**src/rtl/lift_position_ctrl_pkg.sv**
```systemverilog
// Shared floor-bus encodings, controller state codes and direction helpers
// for the lift position controller and its display consumer.
package lift_position_ctrl_pkg;

  localparam int NUM_FLOORS = 4;

  localparam logic [NUM_FLOORS-1:0] FLOOR_IDLE = 4'b0000;
  localparam logic [NUM_FLOORS-1:0] FLOOR1     = 4'b0001;
  localparam logic [NUM_FLOORS-1:0] FLOOR2     = 4'b0010;
  localparam logic [NUM_FLOORS-1:0] FLOOR3     = 4'b0100;
  localparam logic [NUM_FLOORS-1:0] FLOOR4     = 4'b1000;

  localparam logic [1:0] ST_IDLE = 2'd0;
  localparam logic [1:0] ST_MOVE = 2'd1;
  localparam logic [1:0] ST_DOOR = 2'd2;

  // Floors strictly above (up=1) or strictly below (up=0) a one-hot position.
  function automatic logic [NUM_FLOORS-1:0] dir_mask(input logic [NUM_FLOORS-1:0] p,
                                                     input logic up);
    logic [NUM_FLOORS-1:0] below;
    below = p - 4'd1;
    return up ? ~(p | below) : below;
  endfunction

endpackage

```
**src/rtl/lift_interval_timer.sv**
```systemverilog
// Interval counter shared by travel and door phases; clear wins over count,
// and tc flags the count sitting on the supplied terminal value.
module lift_interval_timer #(
  parameter int CNT_W = 8
) (
  input  logic             clk,
  input  logic             rst,
  input  logic             clear,
  input  logic             enable,
  input  logic [CNT_W-1:0] term,
  output logic             tc
);

  logic [CNT_W-1:0] count_q;
  logic [CNT_W-1:0] count_d;

  always_comb begin
    count_d = count_q;
    if (clear) begin
      count_d = '0;
    end else if (enable) begin
      count_d = count_q + 1'b1;
    end
  end

  always_ff @(posedge clk or posedge rst) begin
    if (rst) begin
      count_q <= '0;
    end else begin
      count_q <= count_d;
    end
  end

  assign tc = (count_q == term);

endmodule

```
**src/rtl/lift_position_ctrl.sv**
```systemverilog
// Lift-car position controller: latches floor calls, schedules SCAN travel
// one floor per interval, holds the door at served floors, drives one-hot pos.
module lift_position_ctrl
  import lift_position_ctrl_pkg::*;
#(
  parameter int TRAVEL_CYCLES = 4,
  parameter int DOOR_CYCLES   = 3,
  parameter int CNT_W         = 8
) (
  input  logic                  clk,
  input  logic                  rst,
  input  logic [NUM_FLOORS-1:0] req,
  output logic [NUM_FLOORS-1:0] pos,
  output logic [NUM_FLOORS-1:0] pending,
  output logic                  moving,
  output logic                  dir_up,
  output logic                  door_open
);

  logic [1:0]            state_q, state_d;
  logic [NUM_FLOORS-1:0] pos_q, pos_d;
  logic [NUM_FLOORS-1:0] pending_q, pending_d;
  logic                  dir_up_q, dir_up_d;
  logic                  moving_q, moving_d;
  logic                  door_open_q, door_open_d;

  logic [NUM_FLOORS-1:0] all_req;
  logic [NUM_FLOORS-1:0] next_pos;
  logic [NUM_FLOORS-1:0] clear_mask;
  logic                  eff_dir;
  logic                  door_restart;
  logic                  timer_clear;
  logic                  timer_en;
  logic                  tc;
  logic [CNT_W-1:0]      term;

  always_comb begin
    all_req      = pending_q | req;
    eff_dir      = (pos_q == FLOOR4) ? 1'b0 : (pos_q == FLOOR1) ? 1'b1 : dir_up_q;
    next_pos     = dir_up_q ? ((pos_q == FLOOR4) ? pos_q : pos_q << 1)
                            : ((pos_q == FLOOR1) ? pos_q : pos_q >> 1);
    door_restart = (state_q == ST_DOOR) && (|(req & pos_q));

    state_d  = state_q;
    pos_d    = pos_q;
    dir_up_d = dir_up_q;

    case (state_q)
      ST_IDLE: begin
        dir_up_d = eff_dir;
        if (|(all_req & pos_q)) begin
          state_d = ST_DOOR;
        end else if (|(all_req & dir_mask(pos_q, eff_dir))) begin
          state_d = ST_MOVE;
        end else if (|(all_req & dir_mask(pos_q, !eff_dir))) begin
          dir_up_d = !eff_dir;
          state_d  = ST_MOVE;
        end
      end
      ST_MOVE: begin
        if (tc) begin
          pos_d = next_pos;
          if (|(all_req & next_pos)) begin
            state_d = ST_DOOR;
          end else if (|(all_req & dir_mask(next_pos, dir_up_q))) begin
            state_d = ST_MOVE;
          end else begin
            state_d = ST_IDLE;
          end
        end
      end
      ST_DOOR: begin
        if (tc && !door_restart) begin
          state_d = ST_IDLE;
        end
      end
      default: state_d = ST_IDLE;
    endcase

    // The served floor is cleared on the entry cycle and throughout the stop.
    clear_mask  = ((state_q == ST_DOOR) || (state_d == ST_DOOR)) ? pos_d : FLOOR_IDLE;
    pending_d   = all_req & ~clear_mask;
    moving_d    = (state_d == ST_MOVE);
    door_open_d = (state_d == ST_DOOR);

    timer_clear = (state_q == ST_IDLE) || (state_d != state_q) || tc || door_restart;
    timer_en    = (state_q != ST_IDLE);
    term        = (state_q == ST_MOVE) ? CNT_W'(TRAVEL_CYCLES - 1) : CNT_W'(DOOR_CYCLES - 1);
  end

  lift_interval_timer #(
    .CNT_W (CNT_W)
  ) u_timer (
    .clk    (clk),
    .rst    (rst),
    .clear  (timer_clear),
    .enable (timer_en),
    .term   (term),
    .tc     (tc)
  );

  always_ff @(posedge clk or posedge rst) begin
    if (rst) begin
      state_q     <= ST_IDLE;
      pos_q       <= FLOOR1;
      pending_q   <= FLOOR_IDLE;
      dir_up_q    <= 1'b1;
      moving_q    <= 1'b0;
      door_open_q <= 1'b0;
    end else begin
      state_q     <= state_d;
      pos_q       <= pos_d;
      pending_q   <= pending_d;
      dir_up_q    <= dir_up_d;
      moving_q    <= moving_d;
      door_open_q <= door_open_d;
    end
  end

  assign pos       = pos_q;
  assign pending   = pending_q;
  assign moving    = moving_q;
  assign dir_up    = dir_up_q;
  assign door_open = door_open_q;

endmodule

```
**config.mk**
```make
export PLATFORM = sky130hd
export DESIGN_NAME = lift_position_ctrl
export DESIGN_NICKNAME = d
export VERILOG_FILES = /design/src/rtl/lift_position_ctrl_pkg.sv /design/src/rtl/lift_interval_timer.sv /design/src/rtl/lift_position_ctrl.sv
export SDC_FILE = /design/constraint.sdc
export NUM_CORES = 1
export LEC_CHECK = 0
export CORE_ASPECT_RATIO = 1.25
export CORE_MARGIN = 10
export CORE_UTILIZATION = 55
export CTS_BUF_LIST = sky130_fd_sc_hd__clkbuf_16
export DETAILED_ROUTE_END_ITERATION = 16
export HOLD_SLACK_MARGIN = 0.12
export PLACE_DENSITY = 0.91
export SYNTH_ARGS = -nofsm -noshare
export SYNTH_HDL_FRONTEND = slang
export SYNTH_SLANG_ARGS = --single-unit
```
**constraint.sdc**
```tcl
create_clock -name clk -period 4.36 [get_ports clk]
set_clock_uncertainty 0.1 [all_clocks]
set_input_delay 1.308 -clock clk [delete_from_list [all_inputs] [get_ports clk]]
set_output_delay 1.308 -clock clk [all_outputs]
set_load 0.01 [all_outputs]
```
==> summary.txt, run 1 <==
MaxCap Viol Count: 0
Initial DRC Count: 153
R2R Path Start: pos[1]
CTS tree: done
dpl cells: 199
cts bufs inserted: 3
routed wire length: 3.59 mm
met3 usage: 4.22%
synth unique cells: 46
Root Driver: clkbuf_16
GR met1 Demand/Resource: 17.7%
min-delay src: u_timer.count_q[0]
# hold bufs at CTS: 0
worst path buffer plus inverter count: 1
setup TNS: 0 ns
fin area: 1670 um2
Worst setup startpoint: pos[1]
most frequent cells in the layout: nor2_1, dfrtp_1, clkdlybuf4s50_1
Worst Path Required: 4.38 ns
clk_lat worst skew: 0.25 ns
mapped cell area: 1430 um2
FF+latch area: 528 um2
CP Cell Sequence: inv_1 -> ha_1 -> or3b_1 -> a211oi_1 -> a21oi_1 -> or3_1 -> ha_1 -> mux2i_1 -> o22ai_1 -> a31o_1 -> o211ai_1 -> a221oi_1
mean post-synth cell area: 9.18 um2
endpoints failing hold: 0
register area share after synthesis: 36.9%
area share of the largest cell type after synthesis: 33.2%
Die X: 65.6 um
final worst path period need: 3.47 ns
ys flop type: dfrtp_1
antenna-violating nets left: 0
Leakage: 0.000691 uW
Starting Density: 58.4%
layout cells sized above 1: 5.88%
Final Wtd Congestion: 0.988
post-cts resize count: 0
Post-CTS Setup Bufs: 0
critical path class: reg2reg
H-tree levels: 1
syn nets: 171
clock transition at the registers of the reported paths: 0.06 ns
Slew Limit Fails: 0
die area: 5060 um2
Final Cycle Share: 79.5%
crit-path max FO: 10
Worst path slowest cell: dfrtp_1
Fill cells: 203
synth warn: 0
vias in the first global route: 1272
largest net degree at the start of global routing: 22
post-layout util: 68.0%
clock buffer depth: 2
Area growth, synth to finish: 16.5%
max incr delay on CP: 0.49 ns
nets: 186
final non-filler cell total: 203
family with the most delay on the worst path: compound AO/OA/AOI/OAI gates
Die H: 77.0 um
relative max-transition margin: 48.4%
Final setup viols: 0
DR vias/cell: 6.39
synthesized flop and latch total: 21
Post-synth ARST share: 100%
f_max: 289 MHz
top cells by area, synth: dfrtp_1, ha_1, nor2_1
EDFF count, synth: 0
WL per Instance: 17.7 um
I/O pin cnt: 17
Startpoint Class: flop
initial antenna violation count: 0
half-perimeter wire length after placement: 2.63 mm
worst-margin pin slew: 0.773 ns
outcome: completed
Post-Synthesis Cells: 156
gr ovfl total: 0
type of the worst min-delay path: reg2reg
busiest grt layer: met2
Peak supply drop: 0.263 mV
CTS sink cnt: 21
RSZ-0062 raised after global routing: no
first-pass GRT wire length: 6.02 mm
num rows: 20
DRT Pass-1 Iters: 5
met2 GRT Util: 23.4%
CP most frequent cell: ha_1
most common cell after layout, fill and taps aside: nor2_1
overall power: 397 uW
GRT Util Overall: 14.6%
antenna cells: 0
port bufs: 16
PD cells: 238 nW/um2
WP data arrival: 3.49 ns
area leader, netlist: dfrtp_1
Via Count: 1297
Area after DPL: 1590 um2
DRC: 0
Multi-input gate area: 810 um2
CORE AREA: 2450 um2
crit path capture type: flop
## power breakdown
part           leakage [uW]  internal (uW)  switching, uW  total, uW
Combinational      0.000395           4.06           5.38       9.43
Clock             0.0000409            123           69.2        192
Sequential         0.000255            195       0.000767        195
Total              0.000691            322           74.5        397
## final timing paths
kind                       cells past startpoint  slack [ns]                  to
hold reg to reg                                1        0.42  u_timer.count_q[0]
min in group asynchronous                      2        1.40          pending[3]
setup / recovery                              12        0.89              moving
setup reg to reg                              12        0.89              moving
max in group asynchronous                      2        2.27              moving
hold / removal                                 1        0.42  u_timer.count_q[0]
## layout make-up
class / count / share of cell area (%)
Multi-Input combinational cell: 116 / 48.5
Sequential cell: 21 / 31.7
Timing Repair Buffer: 16 / 9.60
Clock buffer: 3 / 4.50
Inverter: 13 / 2.93
Tap cell: 33 / 2.48
Clock inverter: 1 / 0.300
## cell usage after synthesis, types with 2 or more instances
| cell type | number |
|---|---|
| nor2_1 | 21 |
| dfrtp_1 | 19 |
| inv_1 | 13 |
| o21ai_0 | 12 |
| ha_1 | 9 |
| nand2_1 | 8 |
| a21oi_1 | 6 |
| a221oi_1 | 6 |
| o2111ai_1 | 4 |
| xnor2_1 | 4 |
| a211o_1 | 3 |
| nand2b_1 | 3 |
| nor2b_1 | 3 |
| xor2_1 | 3 |
| a222oi_1 | 2 |
| and3_1 | 2 |
| buf_4 | 2 |
| buf_6 | 2 |
| dfstp_2 | 2 |
| mux2i_1 | 2 |
| nand3_1 | 2 |
| nand3b_1 | 2 |
| o21bai_1 | 2 |
| o22ai_1 | 2 |
## cells by family (layout without fill, tap and decap cells)
logic type / Yosys count / in the layout / share of synthesized area (%)
adder cells (fa/ha/maj): 9 / 9 / 7.87
XOR/XNOR: 7 / 7 / 4.28
AND/OR/NAND/NOR: 51 / 51 / 19.6
buffers and inverters: 19 / 33 / 6.56
AO/OA/AOI/OAI: 47 / 47 / 23.4
multiplexers: 2 / 2 / 1.40
flip-flops: 21 / 21 / 36.9
## worst reg2reg max path, cell delays in order (launching register included)
cell and delay [ns]:
dfrtp_1 0.49, inv_1 0.24, ha_1 0.24, or3b_1 0.39
a211oi_1 0.32, a21oi_1 0.14, or3_1 0.38, ha_1 0.28
mux2i_1 0.15, o22ai_1 0.11, a31o_1 0.20, o211ai_1 0.19
a221oi_1 0.11
## stage by stage
stage,setup WS (ns),hold slack [ns]
after detailed placement,0.983,0.420
after floorplan,1.21,0.385
final,0.895,0.424
after CTS,0.970,0.427
after global placement,0.969,0.413
after global routing,0.656,0.468
## layer usage
metal | wire [um] | vias up
met2 | 1730 | 71
met4 | 70 | 0
met1 | 1430 | 619
met3 | 349 | 9
met5 | 0 | -
li1 | - | 598
## flip-flops by register name, indices dropped and copies added, names as in the netlist
signal,count
dir_up,1
state_q,2
door_open,1
u_timer.count_q,8
moving,1
pending,4
pos,4
Note: power is estimated with default switching activity, not from simulation.
==> run 2: changes to the inputs <==
==> constraint.sdc (replaced) <==
create_clock -name clk -period 3.5 [get_ports clk]
set_clock_uncertainty 0.1 [all_clocks]
set_input_delay 1.05 -clock clk [delete_from_list [all_inputs] [get_ports clk]]
set_output_delay 1.05 -clock clk [all_outputs]
set_load 0.01 [all_outputs]
==> run 2 against run 1 <==
Net effect:
- via count shrank 1.5%
- power grew 25%
- count of clock-buffer cells in the layout is the same
- die area is the same
- worst hold slack lost 0.0028 ns
- sequential share of layout area shrank 0.65 points
- largest cell class unchanged
- largest power group unchanged
==> summary.txt, run 2 (synthesized netlist as in run 1, its figures left out) <==
f_max: 312 MHz (was 289 MHz)
most common cell after layout, fill and taps aside: nor2_1 (unchanged)
DRC: 0 (unchanged)
WP data arrival: 3.22 ns (was 3.49 ns)
final worst path period need: 3.20 ns (was 3.47 ns)
RSZ-0062 raised after global routing: no (unchanged)
DR vias/cell: 6.17 (was 6.39)
nets: 190 (was 186)
Leakage: 0.000714 uW (was 0.000691 uW)
I/O pin cnt: 17 (unchanged)
clock transition at the registers of the reported paths: 0.06 ns (about the same)
Final Cycle Share: 91.5% (was 79.5%)
Die X: 65.6 um (unchanged)
relative max-transition margin: 48.3% (was 48.4%)
smallest setup slack after layout: 0.299 ns (was 0.895 ns)
setup TNS: 0 ns (unchanged)
clock buffer depth: 2 (unchanged)
crit path capture type: flop (unchanged)
GRT Util Overall: 14.5% (was 14.6%)
MaxCap Viol Count: 0 (unchanged)
CORE AREA: 2450 um2 (unchanged)
half-perimeter wire length after placement: 2.52 mm (was 2.63 mm)
gr ovfl total: 0 (unchanged)
num rows: 20 (unchanged)
CTS tree: done (unchanged)
port bufs: 16 (unchanged)
Most flops, register: u_timer.count_q (unchanged)
Worst Path Required: 3.52 ns (was 4.38 ns)
routed wire length: 3.39 mm (was 3.59 mm)
vias in the first global route: 1290 (was 1272)
hold path endpoint: u_timer.count_q[0] (unchanged)
H-tree levels: 1 (unchanged)
first-pass GRT wire length: 5.94 mm (was 6.02 mm)
type of the worst min-delay path: reg2reg (unchanged)
most frequent cells in the layout: nor2_1, dfrtp_1, clkdlybuf4s50_1 (unchanged)
WL per Instance: 16.4 um (was 17.7 um)
DRT Pass-1 Iters: 4 (was 5)
Worst R2R End: moving (unchanged)
worst-margin pin slew: 0.775 ns (was 0.773 ns)
clk_lat worst skew: 0.26 ns (was 0.25 ns)
Via Count: 1278 (was 1297)
outcome: completed (unchanged)
Worst R2R Path Depth: 12 (unchanged)
antenna-violating nets left: 0 (unchanged)
overall power: 496 uW (was 397 uW)
R2R Path Start: pos[1] (unchanged)
largest net degree at the start of global routing: 22 (unchanged)
Worst setup startpoint: pos[1] (unchanged)
Root Driver: clkbuf_16 (unchanged)
# hold bufs at CTS: 0 (unchanged)
PD cells: 291 nW/um2 (was 238 nW/um2)
endpoints failing hold: 0 (unchanged)
Area growth, synth to finish: 19.0% (was 16.5%)
cts bufs inserted: 3 (unchanged)
antenna cells: 0 (unchanged)
crit-path max FO: 7 (was 10)
Slew Limit Fails: 0 (unchanged)
Final Wtd Congestion: 1.01 (was 0.988)
dpl cells: 201 (was 199)
layout cells sized above 1: 8.62% (was 5.88%)
CTS sink cnt: 21 (unchanged)
WHS Path Cells: 1 (unchanged)
die area: 5060 um2 (unchanged)
critical path class: reg2reg (unchanged)
Post-Place Setup Slack: 0.227 ns (was 0.983 ns)
Peak supply drop: 0.382 mV (was 0.263 mV)
Startpoint Class: flop (unchanged)
Initial DRC Count: 90 (was 153)
final non-filler cell total: 207 (was 203)
flip-flop count of the largest register after layout: 8 (unchanged)
Final setup viols: 0 (unchanged)
Die H: 77.0 um (unchanged)
initial antenna violation count: 0 (unchanged)
r2r setup slk: 0.30 ns (was 0.89 ns)
Starting Density: 58.4% (unchanged)
min-delay src: u_timer.count_q[0] (unchanged)
## run 2: stage by stage
stage          instance area, um2  utilization (%)  hold slack, ns
4_1_cts                      1680             68.6           0.420
6_report                     1700             69.4           0.422
5_1_grt                      1700             69.4           0.482
3_5_place_dp                 1600             65.4           0.412
3_3_place_gp                 1600             65.4           0.416
2_1_floorplan                1430                -           0.385
## run 2: routing by layer
metal	track usage [%]	vias up	wire length [um]	part of all wire (%)
met2	22.6	64	1550	46
met3	4.22	13	283	8.4
li1	-	611	-	-
met1	17.4	590	1430	42
met4	7.51	0	114	3.4
met5	0	-	0	0
## run 2: how the worst max path moves through the flow
stage                   to  cells past startpoint
finish              moving                     12
global route        moving                     12
CTS                 moving                     11
detailed placement  moving                     11
global placement    moving                     11
floorplan           moving                     13
## run 2: layout make-up
| cell class | count | area (um2) |
|---|---|---|
| repair buffers | 20 | 190 |
| multi-input cells | 116 | 815 |
| clock inverters | 1 | 5.00 |
| inverters | 13 | 48.8 |
| clock buffers | 3 | 75.1 |
| well taps | 33 | 41.3 |
| flip-flops and latches | 21 | 528 |
| fillers | 211 | 749 |
## run 2: where the power goes
part	switching, uW	internal, uW
sequential	0.000823	243
combinational	6.54	5.05
clock	88.0	153
## run 2: critical path: stages, from the launching register on
cell      delay (ns)
dfrtp_1         0.38
inv_1           0.19
ha_1            0.24
or3b_1          0.39
a211oi_2        0.26
a21oi_1         0.12
or3_1           0.37
ha_1            0.28
mux2i_1         0.13
o22ai_1         0.09
a31o_1          0.19
o211ai_1        0.20
a221oi_1        0.13
## run 2: what timing repair did
action / 4_1_cts / 5_1_grt
resized for setup: 0 / 1
buffers inserted: 0 / 2
setup endpoints to repair: 0 / 2
endpoints found under the hold margin: 0 / 0
==> run 3: changes to the inputs <==
--- a/config.mk
+++ b/config.mk
@@ -5,13 +5,15 @@
 export SDC_FILE = /design/constraint.sdc
 export NUM_CORES = 1
 export LEC_CHECK = 0
+export CELL_PAD_IN_SITES_DETAIL_PLACEMENT = 1
+export CELL_PAD_IN_SITES_GLOBAL_PLACEMENT = 1
 export CORE_ASPECT_RATIO = 1.25
 export CORE_MARGIN = 10
-export CORE_UTILIZATION = 55
+export CORE_UTILIZATION = 42
 export CTS_BUF_LIST = sky130_fd_sc_hd__clkbuf_16
 export DETAILED_ROUTE_END_ITERATION = 16
 export HOLD_SLACK_MARGIN = 0.12
-export PLACE_DENSITY = 0.91
+export PLACE_DENSITY = 0.9
 export SYNTH_ARGS = -nofsm -noshare
 export SYNTH_HDL_FRONTEND = slang
 export SYNTH_SLANG_ARGS = --single-unit
==> run 3 against run 2 <==
Net effect:
- setup slack got worse by 0.11 ns
- global-route usage down 1.2 points
- final cell count up 2.9%
- power fell by 1.1%
- routed wire length increased by 24%
- via count is 4.1% higher
==> summary.txt, run 3 (synthesized netlist as in run 1, its figures left out) <==
final worst path period need: 3.31 ns (was 3.20 ns)
DRT Pass-1 Iters: 4 (unchanged)
worst path buffer plus inverter count: 1 (unchanged)
gr ovfl total: 0 (unchanged)
Starting Density: 44.0% (was 58.4%)
Die H: 85.3 um (was 77.0 um)
post-layout util: 53.1% (was 69.4%)
clock buffer depth: 2 (unchanged)
vias in the first global route: 1361 (was 1290)
Leakage: 0.000723 uW (was 0.000714 uW)
endpoints failing hold: 0 (unchanged)
setup TNS: 0 ns (unchanged)
outcome: completed (unchanged)
Final setup viols: 0 (unchanged)
WL per Instance: 19.7 um (was 16.4 um)
worst hold margin: 0.436 ns (was 0.422 ns)
CTS tree: done (unchanged)
antenna cells: 0 (unchanged)
Most flops, register: u_timer.count_q (unchanged)
CP Cell Sequence: inv_1 -> ha_2 -> and4b_1 -> a211o_1 -> a21boi_0 -> or3_1 -> ha_1 -> mux2i_1 -> o22ai_1 -> a31o_1 -> o211ai_1 -> a221oi_1 (was inv_1 -> ha_1 -> or3b_1 -> a211oi_2 -> a21oi_1 -> or3_1 -> ha_1 -> mux2i_1 -> o22ai_1 -> a31o_1 -> o211ai_1 -> a221oi_1)
H-tree levels: 1 (unchanged)
half-perimeter wire length after placement: 3.24 mm (was 2.52 mm)
CTS sink cnt: 21 (unchanged)
# hold bufs at CTS: 0 (unchanged)
PD cells: 284 nW/um2 (was 291 nW/um2)
Area after DPL: 1620 um2 (was 1600 um2)
f_max: 302 MHz (was 312 MHz)
Startpoint Class: flop (unchanged)
DR vias/cell: 6.24 (was 6.17)
largest net degree at the start of global routing: 22 (unchanged)
Fill cells: 375 (was 211)
Final Cycle Share: 94.6% (was 91.5%)
type of the worst min-delay path: reg2reg (unchanged)
clk_lat worst skew: 0.25 ns (was 0.26 ns)
nets: 192 (was 190)
fin area: 1730 um2 (was 1700 um2)
Die X: 72.2 um (was 65.6 um)
antenna-violating nets left: 0 (unchanged)
initial antenna violation count: 0 (unchanged)
Initial DRC Count: 67 (was 90)
Worst path slowest cell: dfstp_2 (was or3b_1)
die area: 6160 um2 (was 5060 um2)
worst-margin pin slew: 0.777 ns (was 0.775 ns)
MaxCap Viol Count: 0 (unchanged)
crit-path max FO: 7 (unchanged)
port bufs: 16 (unchanged)
Worst Path Required: 3.52 ns (about the same)
layout cells sized above 1: 11.4% (was 8.62%)
smallest setup slack after layout: 0.190 ns (was 0.299 ns)
Area growth, synth to finish: 20.7% (was 19.0%)
num rows: 23 (was 20)
relative max-transition margin: 48.1% (was 48.3%)
Post-Place Setup Slack: 0.110 ns (was 0.227 ns)
most frequent cells in the layout: nor2_1, dfrtp_1, clkdlybuf4s50_1 (unchanged)
family with the most delay on the worst path: compound AO/OA/AOI/OAI gates (unchanged)
flip-flop count of the largest register after layout: 8 (unchanged)
Via Count: 1330 (was 1278)
I/O pin cnt: 17 (unchanged)
critical path class: reg2reg (unchanged)
crit path capture type: flop (unchanged)
DRC: 0 (unchanged)
CORE AREA: 3250 um2 (was 2450 um2)
Slew Limit Fails: 0 (unchanged)
Peak supply drop: 0.253 mV (was 0.382 mV)
WP data arrival: 3.33 ns (was 3.22 ns)
most common cell after layout, fill and taps aside: nor2_1 (unchanged)
max incr delay on CP: 0.60 ns (was 0.39 ns)
clock transition at the registers of the reported paths: 0.05 ns (was 0.06 ns)
routed wire length: 4.20 mm (was 3.39 mm)
Root Driver: clkbuf_16 (unchanged)
cts bufs inserted: 3 (unchanged)
GRT Util Overall: 13.3% (was 14.5%)
RSZ-0062 raised after global routing: no (unchanged)
first-pass GRT wire length: 6.62 mm (was 5.94 mm)
Final Wtd Congestion: 0.949 (was 1.01)
==> run 3: repair_timing <==
item,CTS,global route
resized for setup,0,4
endpoints found under the hold margin,0,0
setup buffers,0,3
endpoints found under the setup margin,0,2
==> run 3: final cells by class <==
type	instances	area (um2)	area share, %
clock inverter	1	5.00	0.290
sequential	21	528	30.6
clock buffer	3	75.1	4.34
tap	37	46.3	2.68
multi-input combinational	116	820	47.4
inverter	13	48.8	2.82
timing repair buffer	22	205	11.9
==> run 3: path summary, 6_finish.rpt <==
path	from	endpoint	slack, ns	cells past startpoint
min reg2reg	u_timer.count_q[0]	u_timer.count_q[0]	0.44	1
min in group asynchronous	rst	pos[1]	1.14	2
max reg2reg	pos[0]	state_q[0]	0.19	12
max	pos[0]	state_q[0]	0.19	12
min	u_timer.count_q[0]	u_timer.count_q[0]	0.44	1
max in group asynchronous	rst	state_q[1]	1.67	2
==> run 3: through the flow <==
step | total power [uW] | instances
global placement | 259 | 206
floorplan | 251 | 156
global route | 513 | 213
detailed placement | 260 | 206
finish | 491 | 213
CTS | 497 | 210
==> run 3: report_power, final <==
group	internal [uW]	switching [uW]
registers	243	0.000952
clock network	153	82.3
logic	5.04	6.95
==> run 3: routing by layer <==
| metal | track usage [%] | share of wire, % | vias up |
|---|---|---|---|
| met2 | 23.3 | 51 | 50 |
| met1 | 14.0 | 39 | 660 |
| li1 | - | - | 607 |
| met3 | 3.50 | 6.7 | 13 |
| met4 | 6.88 | 3.8 | 0 |
| met5 | 0 | 0 | - |
==> run 3: worst register-to-register path, cell delays in order (launching register included) <==
cell,delay (ns)
dfstp_2,0.60
inv_1,0.12
ha_2,0.24
and4b_1,0.20
a211o_1,0.29
a21boi_0,0.20
or3_1,0.37
ha_1,0.28
mux2i_1,0.13
o22ai_1,0.10
a31o_1,0.19
o211ai_1,0.23
a221oi_1,0.12
